**src/rtl/simple_bus_pkg.sv**
```systemverilog
// Shared types for the simple_bus requester: bus field widths, command
// mode encoding, the queued command record and the requester FSM states.
package simple_bus_pkg;

  localparam int unsigned ADDR_W = 8;
  localparam int unsigned DATA_W = 8;
  localparam int unsigned MODE_W = 2;

  typedef enum logic [MODE_W-1:0] {
    MODE_RD  = 2'd0,
    MODE_WR  = 2'd1,
    MODE_RMW = 2'd2,
    MODE_NOP = 2'd3
  } sb_mode_e;

  typedef struct packed {
    logic [ADDR_W-1:0] addr;
    logic [DATA_W-1:0] data;
    sb_mode_e          mode;
  } sb_cmd_t;

  typedef enum logic [1:0] {
    ST_IDLE  = 2'd0,
    ST_REQ   = 2'd1,
    ST_START = 2'd2,
    ST_WAIT  = 2'd3
  } sb_state_e;

endpackage

```
**src/rtl/sb_cmd_fifo.sv**
```systemverilog
// Command FIFO for the simple_bus requester. DEPTH must be a power of two
// so the read/write pointers wrap naturally. Push is refused when full and
// pop is refused when empty; a simultaneous push and pop leaves the
// occupancy unchanged. No bypass: a pushed entry is visible one cycle later.
module sb_cmd_fifo
  import simple_bus_pkg::*;
#(
  parameter int unsigned DEPTH = 4
) (
  input  logic    clk,
  input  logic    rst_n,
  input  logic    push_i,
  input  sb_cmd_t push_data_i,
  input  logic    pop_i,
  output sb_cmd_t pop_data_o,
  output logic    full_o,
  output logic    empty_o
);

  localparam int unsigned PTR_W = $clog2(DEPTH);
  localparam int unsigned CNT_W = $clog2(DEPTH + 1);

  sb_cmd_t          mem_q [DEPTH];
  logic [PTR_W-1:0] wr_ptr_q;
  logic [PTR_W-1:0] rd_ptr_q;
  logic [CNT_W-1:0] count_q;
  logic             do_push;
  logic             do_pop;

  assign full_o     = (count_q == CNT_W'(DEPTH));
  assign empty_o    = (count_q == '0);
  assign do_push    = push_i && !full_o;
  assign do_pop     = pop_i && !empty_o;
  assign pop_data_o = mem_q[rd_ptr_q];

  // Storage array; contents are don't-care until written, so no reset.
  always_ff @(posedge clk) begin
    if (do_push) begin
      mem_q[wr_ptr_q] <= push_data_i;
    end
  end

  // Pointer and occupancy bookkeeping.
  always_ff @(posedge clk or negedge rst_n) begin
    if (!rst_n) begin
      wr_ptr_q <= '0;
      rd_ptr_q <= '0;
      count_q  <= '0;
    end else begin
      if (do_push) wr_ptr_q <= wr_ptr_q + 1'b1;
      if (do_pop)  rd_ptr_q <= rd_ptr_q + 1'b1;
      case ({do_push, do_pop})
        2'b10:   count_q <= count_q + 1'b1;
        2'b01:   count_q <= count_q - 1'b1;
        default: count_q <= count_q;
      endcase
    end
  end

endmodule

```
**src/rtl/simple_bus_requester.sv**
```systemverilog
// Bus-master front end for simple_bus. Commands are queued in sb_cmd_fifo;
// the FSM pops one in IDLE, raises req, waits for gnt, pulses start for one
// cycle, then waits for ready and pulses done.
// Optional feature macro: SIMPLE_BUS_REQ_TIMEOUT_EN -- when defined, a
// TIMEOUT_CYC watchdog aborts a stalled REQ/WAIT with a one-cycle err pulse
// and drops the command; when undefined err is constant 0.
module simple_bus_requester
  import simple_bus_pkg::*;
#(
  parameter int unsigned DEPTH       = 4,
  parameter int unsigned TIMEOUT_CYC = 16
) (
  input  logic              clk,
  input  logic              rst_n,
  input  logic              cmd_valid,
  output logic              cmd_ready,
  input  logic [ADDR_W-1:0] cmd_addr,
  input  logic [DATA_W-1:0] cmd_data,
  input  logic [MODE_W-1:0] cmd_mode,
  output logic              req,
  input  logic              gnt,
  output logic [ADDR_W-1:0] addr,
  output logic [DATA_W-1:0] data,
  output logic [MODE_W-1:0] mode,
  output logic              start,
  input  logic              ready,
  output logic              done,
  output logic              busy,
  output logic              err
);

  if (DEPTH < 2 || (DEPTH & (DEPTH - 1)) != 0) begin : g_bad_depth
    $error("simple_bus_requester: DEPTH must be a power of two >= 2");
  end
  if (TIMEOUT_CYC < 2) begin : g_bad_timeout
    $error("simple_bus_requester: TIMEOUT_CYC must be >= 2");
  end

  sb_state_e state_q, state_d;
  sb_cmd_t   cmd_q, cmd_d;
  sb_cmd_t   fifo_in;
  sb_cmd_t   fifo_head;
  logic      req_q, req_d;
  logic      start_q, start_d;
  logic      done_q, done_d;
  logic      err_q, err_d;
  logic      fifo_full;
  logic      fifo_empty;
  logic      fifo_pop;
  logic      to_hit;

  assign fifo_in = '{addr: cmd_addr, data: cmd_data, mode: sb_mode_e'(cmd_mode)};

  sb_cmd_fifo #(
    .DEPTH (DEPTH)
  ) u_fifo (
    .clk         (clk),
    .rst_n       (rst_n),
    .push_i      (cmd_valid),
    .push_data_i (fifo_in),
    .pop_i       (fifo_pop),
    .pop_data_o  (fifo_head),
    .full_o      (fifo_full),
    .empty_o     (fifo_empty)
  );

`ifdef SIMPLE_BUS_REQ_TIMEOUT_EN
  localparam int unsigned TO_W = $clog2(TIMEOUT_CYC);

  logic [TO_W-1:0] to_cnt_q, to_cnt_d;

  assign to_hit = (to_cnt_q == TO_W'(TIMEOUT_CYC - 1));

  // Watchdog: restart on every entry into REQ or WAIT, count while there.
  always_comb begin
    to_cnt_d = to_cnt_q;
    if ((state_d == ST_REQ  && state_q != ST_REQ) ||
        (state_d == ST_WAIT && state_q != ST_WAIT)) begin
      to_cnt_d = '0;
    end else if (state_q == ST_REQ || state_q == ST_WAIT) begin
      to_cnt_d = to_cnt_q + 1'b1;
    end
  end

  // Watchdog counter register.
  always_ff @(posedge clk or negedge rst_n) begin
    if (!rst_n) to_cnt_q <= '0;
    else        to_cnt_q <= to_cnt_d;
  end
`else
  assign to_hit = 1'b0;
`endif

  // Next-state and registered-output logic; start/done/err are pulses.
  always_comb begin
    state_d  = state_q;
    cmd_d    = cmd_q;
    req_d    = req_q;
    start_d  = 1'b0;
    done_d   = 1'b0;
    err_d    = 1'b0;
    fifo_pop = 1'b0;
    case (state_q)
      ST_IDLE: begin
        if (!fifo_empty) begin
          fifo_pop = 1'b1;
          cmd_d    = fifo_head;
          req_d    = 1'b1;
          state_d  = ST_REQ;
        end
      end
      ST_REQ: begin
        if (gnt) begin
          start_d = 1'b1;
          state_d = ST_START;
        end else if (to_hit) begin
          req_d   = 1'b0;
          err_d   = 1'b1;
          state_d = ST_IDLE;
        end
      end
      ST_START: begin
        state_d = ST_WAIT;
      end
      ST_WAIT: begin
        if (ready) begin
          req_d   = 1'b0;
          done_d  = 1'b1;
          state_d = ST_IDLE;
        end else if (to_hit) begin
          req_d   = 1'b0;
          err_d   = 1'b1;
          state_d = ST_IDLE;
        end
      end
      default: begin
        req_d   = 1'b0;
        state_d = ST_IDLE;
      end
    endcase
  end

  // State and bus-side output registers.
  always_ff @(posedge clk or negedge rst_n) begin
    if (!rst_n) begin
      state_q <= ST_IDLE;
      cmd_q   <= '0;
      req_q   <= 1'b0;
      start_q <= 1'b0;
      done_q  <= 1'b0;
      err_q   <= 1'b0;
    end else begin
      state_q <= state_d;
      cmd_q   <= cmd_d;
      req_q   <= req_d;
      start_q <= start_d;
      done_q  <= done_d;
      err_q   <= err_d;
    end
  end

  assign cmd_ready = !fifo_full;
  assign req       = req_q;
  assign addr      = cmd_q.addr;
  assign data      = cmd_q.data;
  assign mode      = cmd_q.mode;
  assign start     = start_q;
  assign done      = done_q;
  assign err       = err_q;
  assign busy      = (state_q != ST_IDLE) || !fifo_empty;

endmodule

```
**config.mk**
```make
export PLATFORM = sky130hd
export DESIGN_NAME = simple_bus_requester
export DESIGN_NICKNAME = d
export VERILOG_FILES = /design/src/rtl/simple_bus_pkg.sv /design/src/rtl/sb_cmd_fifo.sv /design/src/rtl/simple_bus_requester.sv
export SDC_FILE = /design/constraint.sdc
export NUM_CORES = 1
export LEC_CHECK = 0
export ABC_AREA = 1
export CORE_ASPECT_RATIO = 2
export CORE_MARGIN = 2
export CORE_UTILIZATION = 46
export CTS_BUF_LIST = sky130_fd_sc_hd__clkbuf_2 sky130_fd_sc_hd__clkbuf_4 sky130_fd_sc_hd__clkbuf_8
export DETAILED_ROUTE_END_ITERATION = 8
export GPL_TIMING_DRIVEN = 0
export PLACE_DENSITY = 0.67
export SETUP_SLACK_MARGIN = 0.3
export SYNTH_ARGS = -nofsm -noshare
export SYNTH_HDL_FRONTEND = slang
export SYNTH_SLANG_ARGS = --single-unit
```
**constraint.sdc**
```tcl
create_clock -name clk -period 6.9 [get_ports clk]
set_clock_uncertainty 0.2 [all_clocks]
set_input_delay 1.38 -clock clk [delete_from_list [all_inputs] [get_ports clk]]
set_output_delay 1.38 -clock clk [all_outputs]
set_load 0.02 [all_outputs]
```
==> out/summary.md, run 1 <==
The flow ran to the end, and the final reports show no timing, DRC or antenna violations. After synthesis the cells add up to 4460 um^2. After detailed routing, the average wire length per cell comes to 14.8 um. Setup repair after global routing left no endpoint under its margin. Entering global routing, the biggest net connects 31 pins. The H-tree depth was 3. Counting every net in the synthesized netlist gives 479. Final critical delay including setup and external delays: 3.60 ns. The TritonCTS buffer count is 9, and the power dissipated by switching net loads is 881 uW. In the routed layout, each cell is associated on average with a via count of 4.88. For the number of clock sinks, the log shows 102.

Per report_power, the sequential group accounts for 40.8% of the total. The final hold violation count is 0, and the initial antenna violation count is 0. Global routing consumed, over all layers together, 19.1% of the routing resources. The growth of design area from synthesis to finish works out to 18.0%. Synthesis produced 445 cells. The core region is 9380 um^2. The per-instance average area after synthesis is 10.0 um^2, and the fill cell instance count of the final layout is 811. The slew of the pin with the lowest slew margin works out to 0.773 ns.

TritonCTS built the clock tree. Fraction of final layout cells with drive strength greater than 1: 8.63%. Internal power comes to 1350 uW. Proportion of power drawn by the clock network: 14.4%. Data arrives at the worst endpoint at 2.02 ns.

The tools report the overall overflow remaining after global route as 0. In this run the power density over the cells is 424 nW/um^2. The tools report the max-slew violation count as 0. Combinational logic burns 44.8% of the power.

The logs give 0.196 mV for the worst IR drop on VDD and 47.5% for the initial core utilization. The startpoint identified for the worst register-to-register timing path is state_q[0]. The floorplan has 50 rows.

After clock tree synthesis, the repair step resized 0 gates. Of the total power, the share spent switching nets is 39.5%. The tools report the number of design-rule violations left by the first detailed-router iteration as 169.

The number of placed instances, taps included, is 598. Worst-case reg-to-reg path depth: 12. The logs give 10500 um^2 for the area enclosed by the die boundary and 14600 um for the global-route wire length before repair. Hold timing on the final database bottoms out at a slack of 0.281 ns. 47 I/O pins were placed. The slowest cell on the critical path was sky130_fd_sc_hd__clkdlybuf4s50_1. The logs give 3087 for the number of global-route vias before repair and 0 ns for the total negative slack. The number of nets with antenna violations after detailed routing is 0. For this design the static power due to leakage is 0.00253 uW. The count of cells in the finished layout, fillers not included, comes to 614. The last weighted congestion value of the routability-driven placer came out at 0.715. The nature of the critical path startpoint is a flop. Of all nets on the critical path, the largest fanout is 5.

The library cells used most frequently in the layout, excluding fill and tap cells, are sky130_fd_sc_hd__nand2_1, sky130_fd_sc_hd__inv_1, sky130_fd_sc_hd__edfxtp_1. The remaining max-slew budget at the tightest pin came out at 48.5%. The clock-pin slew on the worst setup and hold paths works out to 0.09 ns. Input and output buffers added on the ports amount to 45.

Across all layers, the routed design uses 2995 vias. At the later pin of the worst-skew pair, clock insertion delay measures 0.38 ns. The path class of the tightest hold or removal check is flop to flop. For this run, the slowest stage of the critical path takes 0.64 ns. In this run the post-CTS setup repair buffer count came out at 0. The number of instances on the worst hold path is 2, and the setup violation total in the final timing report is 0. The final critical path takes up 52.2% of the cycle. The tools report the launching instance or port of the critical path as state_q[0].

The worst setup path is of the flop to output port kind. During synthesis, Yosys emitted a total of 0 warnings. The deepest clock path buffer count was 2.

For the number of nets in the layout, the log shows 539. The logs give 23 for the post-synthesis cell type count and 0.278 GHz for the maximum frequency from static timing analysis. At the worst endpoint, the required time is 5.32 ns. The start point of the worst min-delay path is addr[0]. The tools report the cts-stage hold buffer count as 0.

In the routed design, unresolved DRC markers number 0. The detailed-route wire length was 9110 um. Number of optimization iterations in the first detailed-route pass: 4.

Most frequent standard cell in the layout excluding fill and tap cells: sky130_fd_sc_hd__nand2_1. From bottom edge to top edge, the die measures 143 um. The worst setup path is captured at an output port. Synthesis inferred 102 register bits. The number of violations of the max-capacitance limit is 0, and the post-DP HPWL is 6330 um.

The die is 73.6 um wide. 0 antenna diodes ended up in the layout. The sequential area share after synthesis is 65.3%. Traced cell by cell, the critical path runs through inv_1 -> ha_1 -> nand3_1 -> clkdlybuf4s50_1. The tree is rooted in a sky130_fd_sc_hd__clkbuf_8.
==> sequential cells by signal (all words and copies together) (netlist names) <==
signal and count:
addr 8, req 1, u_fifo.mem_q 72, u_fifo.rd_ptr_q 2
start 1, mode 2, state_q 2, data 8
u_fifo.count_q 3, done 1, u_fifo.wr_ptr_q 2
==> final timing paths <==
check	endpoint	slack, ns
max	busy	3.30
min	addr[0]	0.28
max reg2reg	u_fifo.count_q[2]	4.36
min reg2reg	addr[0]	0.28
max in group asynchronous	done	5.14
min in group asynchronous	addr[3]	0.87
==> critical path, delay by kind of cell (launching register included) <==
family / cells / cell delay [ns]
fa+ha+maj: 1 / 0.27
buf+inv: 2 / 0.74
simple gates: 1 / 0.21
flops: 1 / 0.42
==> cells in the mapped netlist <==
library cell	count	area share (%)
sky130_fd_sc_hd__nand3b_1	1	0.17
sky130_fd_sc_hd__inv_2	2	0.17
sky130_fd_sc_hd__buf_6	4	1.0
sky130_fd_sc_hd__buf_4	4	0.67
sky130_fd_sc_hd__ha_1	10	2.8
sky130_fd_sc_hd__o21ai_1	1	0.11
sky130_fd_sc_hd__nand2_1	164	14
sky130_fd_sc_hd__buf_2	6	0.67
sky130_fd_sc_hd__fa_1	1	0.45
sky130_fd_sc_hd__nor2_2	1	0.14
sky130_fd_sc_hd__or2_2	1	0.14
sky130_fd_sc_hd__o21ai_0	1	0.11
sky130_fd_sc_hd__edfxtp_1	72	48
sky130_fd_sc_hd__inv_4	1	0.14
sky130_fd_sc_hd__nand2_2	2	0.28
sky130_fd_sc_hd__nand2_4	1	0.25
sky130_fd_sc_hd__conb_1	1	0.084
sky130_fd_sc_hd__xor2_1	3	0.59
sky130_fd_sc_hd__nor2_1	4	0.34
sky130_fd_sc_hd__inv_1	92	7.7
sky130_fd_sc_hd__xnor2_1	2	0.39
sky130_fd_sc_hd__nand3_1	41	4.6
sky130_fd_sc_hd__dfrtp_1	30	17
==> area by class of cell <==
type | count | area (um^2) | area share [%]
clock inverter | 7 | 31.3 | 0.595
timing repair buffer | 49 | 505 | 9.61
sequential | 102 | 2910 | 55.4
multi-input combinational | 234 | 1090 | 20.8
tap | 104 | 130 | 2.47
inverter | 95 | 359 | 6.83
clock buffer | 9 | 124 | 2.35
buffer | 14 | 105 | 2.00
==> power groups by stage <==
stage / registers, uW / clock network [uW] / logic, uW
2_1_floorplan: 983 / 0 / 571
3_3_place_gp: 920 / 0 / 944
3_5_place_dp: 922 / 0 / 1010
4_1_cts: 910 / 324 / 1010
5_1_grt: 927 / 350 / 1110
6_report: 909 / 320 / 999
==> logic make-up after synthesis <==
| kind of cell | count (synthesis) | synth area share, % |
|---|---|---|
| adder cells (fa/ha/maj) | 11 | 3.25 |
| other | 1 | 0.0841 |
| flip-flops | 102 | 65.3 |
| XOR/XNOR | 5 | 0.982 |
| buffers and inverters | 109 | 10.4 |
| AND/OR/NAND/NOR | 215 | 19.7 |
| AO/OA/AOI/OAI | 2 | 0.224 |
==> metrics by stage <==
stage | util (%) | power [uW] | cell area, um^2 | setup slack, ns
2_1_floorplan | - | 1550 | 4460 | 4.04
3_3_place_gp | 53.7 | 1860 | 5040 | 2.86
3_5_place_dp | 54.4 | 1930 | 5100 | 3.55
4_1_cts | 56.1 | 2250 | 5260 | 3.27
5_1_grt | 56.1 | 2390 | 5260 | 3.22
6_report | 56.1 | 2230 | 5260 | 3.30
==> per-layer routing <==
layer  vias to the layer above  track usage (%)  part of all wire [%]
li1                       1472                -                     -
met2                        74             35.0                    57
met1                      1430             19.8                    36
met4                         0             11.0                   3.1
met3                        19             2.68                   3.9
met5                         -                0                     0
(Power assumes the default switching activity.)
==> inputs of run 2 (changes only) <==
==> constraint.sdc (replaced) <==
create_clock -name clk -period 3.4 [get_ports clk]
set_clock_uncertainty 0.2 [all_clocks]
set_input_delay 0.68 -clock clk [delete_from_list [all_inputs] [get_ports clk]]
set_output_delay 0.68 -clock clk [all_outputs]
set_load 0.02 [all_outputs]
==> results of run 2 <==
The final DEF is identical to that of run 1. Status: finished, final reports clean.
Main changes from that run: setup slack after placement 3.55 ns -> 0.751 ns; setup slack after layout 3.30 ns -> 0.499 ns; hold slack 0.281 ns -> 0.171 ns; register-to-register setup slack 4.36 ns -> 0.86 ns; total power 2230 uW -> 4520 uW; worst IR drop on VDD 0.196 mV -> 0.397 mV
==> patch 1: new RTL, flow settings as in run 1 <==
The 4 states of `sb_state_e` get a Gray code encoding in 2 bits.
--- a/src/rtl/simple_bus_pkg.sv
+++ b/src/rtl/simple_bus_pkg.sv
@@ -20,10 +20,10 @@
   } sb_cmd_t;
 
   typedef enum logic [1:0] {
-    ST_IDLE  = 2'd0,
-    ST_REQ   = 2'd1,
-    ST_START = 2'd2,
-    ST_WAIT  = 2'd3
+    ST_IDLE  = 2'b00,
+    ST_REQ   = 2'b01,
+    ST_START = 2'b11,
+    ST_WAIT  = 2'b10
   } sb_state_e;
 
 endpackage
Function: no difference found for any inputs over 10 cycles, from zero or initial values and one cycle with rst_n low; not proved beyond that.
==> patch 1 against run 1 <==
- area after synthesis fell by 2.1%
- wire length is 5.5% lower
- non-clock buffer count unchanged
- worst setup slack improved by 280 ps
- via count decreased by 4.3%
- power down 1.5%
- sequential cell count stayed put
- core utilization down 0.36 points
- global-route usage decreased by 0.84 points
- design area decreased by 1.3%
==> patch 1: results (changes against run 1) <==
| Metric | Value |
|---|---|
| Outcome | finished clean |
| Antenna cells | 0 (unchanged) |
| Post-DP HPWL | 5.82 mm (-8.0%) |
| Initial antenna violation count | 0 (unchanged) |
| Worst skew pair latency | 370 ps |
| VDD IR max | 159 uV (-19%) |
| Sequential area share after synthesis | 66.7% (+1.4 points) |
| Tightest Hold Check Type | reg2reg |
| Layout Nets | 517 (-4.1%) |
| Via density | 4.80 (-1.6%) |
| Largest net degree at the start of global routing | 31 (unchanged) |
| Root buf cell | clkbuf_8 |
| Final WL | 8.61 mm (-5.5%) |
| First-pass GRT wire length | 13.9 mm (-5.2%) |
| Slew HR | 52.1% (+3.7 points) |
| Top post-synthesis cells by area | edfxtp_1, dfrtp_1, nand2_1 |
| Routed len/inst | 14.4 um (-2.8%) |
| 1st-iter DRT viols | 108 (-36%) |
| Synth unique cells | 24 (+4.3%) |
| Clock tree buffer depth | 2 (unchanged) |
| Mapped Nets | 457 (-4.6%) |
| Arrival @ worst endpoint | 1740 ps (-280 ps) |
| CP max stage delay | 530 ps (-110 ps) |
| Post-CTS Resized | 0 (unchanged) |
| Vias in the first global route | 2797 (-9.4%) |
| Sw frac | 39.3% (-0.27 points) |
| Worst path slowest cell | clkdlybuf4s50_1 |
| Inst Count DP | 581 (-2.8%) |
| P_leak | 2.43 nW (-4.0%) |
| Routed Antenna Nets | 0 (unchanged) |
| Avg Synthesized Cell Area | 10.2 sq um (+1.8%) |
| Placer Congestion | 0.691 (-3.4%) |
| Layout cells sized above 1 | 9.74% (+1.1 points) |
| Top cells by count, synth | nand2_1, inv_1, edfxtp_1, nand3_1, dfrtp_1 |
| GRT Overall Usage | 18.2% (-0.84 points) |
## patch 1: per-layer routing
layer / vias to the layer above / share of wire, % / track usage (%)
met5: - / 0 / 0
met4: 0 / 1.8 / 6.92
met3: 11 / 3.1 / 3.20
met2: 54 / 56 / 33.8
met1: 1367 / 39 / 20.0
li1: 1433 / - / -
## patch 1: path summary, 6_finish.rpt
| path | cells past startpoint | start | end | slack (ps) |
|---|---|---|---|---|
| max in group asynchronous | 1 | rst_n | data[6] | 5180 |
| max reg2reg | 10 | state_q[1] | u_fifo.count_q[2] | 4660 |
| min in group asynchronous | 1 | rst_n | addr[5] | 850 |
| min reg2reg | 2 | data[2] | data[2] | 290 |
| min | 2 | data[2] | data[2] | 290 |
| max | 5 | state_q[1] | busy | 3580 |
## patch 1: kinds of logic (layout without fill, tap and decap cells)
logic type	count (synthesis)	count (layout)	share of synthesized area, %
xor gates and xnor gates	5	5	1.00
and+or+nand+nor	204	204	19.3
DFF	102	102	66.7
buffers and inverters	105	170	10.4
AOI/OAI and AO/OA	5	5	0.573
other	1	1	0.0859
adders and majority gates	6	6	1.89
## patch 1: metrics by stage
stage	setup WS (ps)	instance area [sq um]	power, mW	utilization [%]
after floorplan	4030	4370	1.52	-
after global placement	2730	4950	1.83	53.1
after detailed placement	3570	5010	1.88	53.8
after CTS	3550	5190	2.22	55.7
after global routing	3470	5190	2.34	55.7
final	3580	5190	2.19	55.7
## patch 1: worst max-delay path, delay by kind of cell, from the launching register on
family	cells	cell delay (ps)
AND/OR/NAND/NOR	2	290
flip-flops	1	450
buffers and inverters	3	630
## patch 1: layout make-up
type	count	area, sq um
tap	104	130
fill	823	4130
clock buffer	9	124
timing repair buffer	49	505
multi-input combinational	221	1010
buffer	14	109
inverter	91	347
sequential	102	2910
clock inverter	7	55.1
## patch 1: power groups by stage
stage               clock network (mW)  logic (mW)  registers (mW)
floorplan                            0       0.538           0.980
global placement                     0       0.906           0.921
detailed placement                   0       0.957           0.920
CTS                              0.348       0.960           0.908
global route                     0.372        1.05           0.924
finish                           0.345       0.944           0.905
==> patch 2: new RTL, flow settings as in run 1 <==
Without the edit above. Change the package constant `DATA_W` from 8 to 10.
--- a/src/rtl/simple_bus_pkg.sv
+++ b/src/rtl/simple_bus_pkg.sv
@@ -3,7 +3,7 @@
 package simple_bus_pkg;
 
   localparam int unsigned ADDR_W = 8;
-  localparam int unsigned DATA_W = 8;
+  localparam int unsigned DATA_W = 10;
   localparam int unsigned MODE_W = 2;
 
   typedef enum logic [MODE_W-1:0] {
Interface: changed (resized cmd_data and data); port bits go from 47 to 51. The function was not compared with the original's and may differ.
==> patch 2 against run 1 <==
- hold slack better by 2.5 ps
- register-to-register slack improved by 80 ps
- area after synthesis rose by 9.5%
- worst setup slack gained 20 ps
- wire length is 11% higher
- power increased by 11%
- sequential cell count up 10
- synthesized cell count up 9.4%
- fmax is 0.57% higher
- design area grew 11%
- critical path type unchanged
- largest cell class unchanged
- highest routed layer unchanged
==> patch 2: results (changes against run 1) <==
| Metric | Value |
|---|---|
| Multi-input combinational area share | 20.2% (-0.61 points) |
| Mapped Cells | 487 (+9.4%) |
| Register clock-pin slew on the reported worst setup and hold paths | 90 ps (about the same) |
| Outcome | finished clean |
| Pwr Density | 425 mW/mm^2 (+0.46%) |
| Tap Cells | 137 (+32%) |
| Grt met3 use | 2.90% (+0.21 points) |
| Worst skew pair latency | 360 ps (-20 ps) |
| Plain + repair buffers | 71 (+13%) |
| Post-synthesis xor/xnor area fraction | 0.897% (-0.085 points) |
| M1 GR Usage | 18.5% (-1.2 points) |
| Vias in the first global route | 3304 (+7.0%) |
| Routed len/inst | 14.6 um (-1.6%) |
| Placer Congestion | 0.771 (+7.8%) |
| Fillers | 934 (+15%) |
| Data buffer area share | 11.8% (+0.16 points) |
| Power Internal | 1.53 mW (+13%) |
| Number of flip-flops under the largest register name | 80 (+11%) |
| Mapped Nets | 523 (+9.2%) |
| Slew HR | 44.5% (-4.0 points) |
| Via density | 4.71 (-3.4%) |
| Post-DP HPWL | 7.21 mm (+14%) |
| Complex-gate fraction of the synthesized area | 0.205% (-0.019 points) |
| Clkbuf count | 12 (+3) |
| Placed inst area | 0.00562 sq mm (+10%) |
| Invs w/o clock | 103 (+8.4%) |
| PortBufs | 49 (+8.9%) |
| Storage cell area | 0.00320 sq mm (+10%) |
| Arrival @ worst endpoint | 2000 ps (-20 ps) |
| Sequential area share after synthesis | 65.6% (+0.30 points) |
| Worst slack at placement | 3470 ps (-79.8 ps) |
| Clock network area share | 3.38% (+0.43 points) |
| Met2 usage | 36.8% (+1.8 points) |
| Layout Nets | 587 (+8.9%) |
| VDD IR max | 201 uV (+2.6%) |
| P_leak | 2.77 nW (+9.8%) |
| Post-synth ARST share | 28.6% (-0.84 points) |
| Sequential cell area share | 55.1% (-0.31 points) |
| Multi-input gate count | 254 (+8.5%) |
| Top post-synthesis cells by area | edfxtp_1, dfrtp_1, nand2_1 |
| First-pass GRT wire length | 16.0 mm (+9.2%) |
| FF-to-FF path depth | 11 (-1) |
| Layout cells sized above 1 | 8.81% (+0.19 points) |
| Synth unique cells | 23 (unchanged) |
| GRT Overall Usage | 18.5% (-0.56 points) |
| Initial antenna violation count | 0 (unchanged) |
| 1st-iter DRT viols | 210 (+24%) |
## patch 2: changes by cell type in the layout (fill, tap and decap cells not counted), sizes merged
cell / delta
bufinv: +1
nand2: +16
inv: +8
nand3: +4
clkbuf: +3
edfxtp: +8
buf: +4
dfrtp: +2
clkdlybuf4s50: +4
clkinv: -4
## patch 2: critical path, stage by stage, from the launching register on
cell,delay (ps)
dfrtp_1,430
inv_1,110
ha_1,270
nand3_1,200
clkdlybuf4s50_1,640
## patch 2: final timing paths
path	from	endpoint	slack, ps
setup / recovery	state_q[0]	busy	3320
hold / removal	mode[0]	mode[0]	280
setup reg to reg	state_q[0]	u_fifo.count_q[2]	4440
hold reg to reg	mode[0]	mode[0]	280
max in group asynchronous	rst_n	done	5060
min in group asynchronous	rst_n	data[0]	900
## patch 2: metal layers
metal	part of all wire, %	up-vias
met1	37	1565
met4	2.2	0
li1	-	1612
met3	3.6	16
met5	0	-
met2	58	73
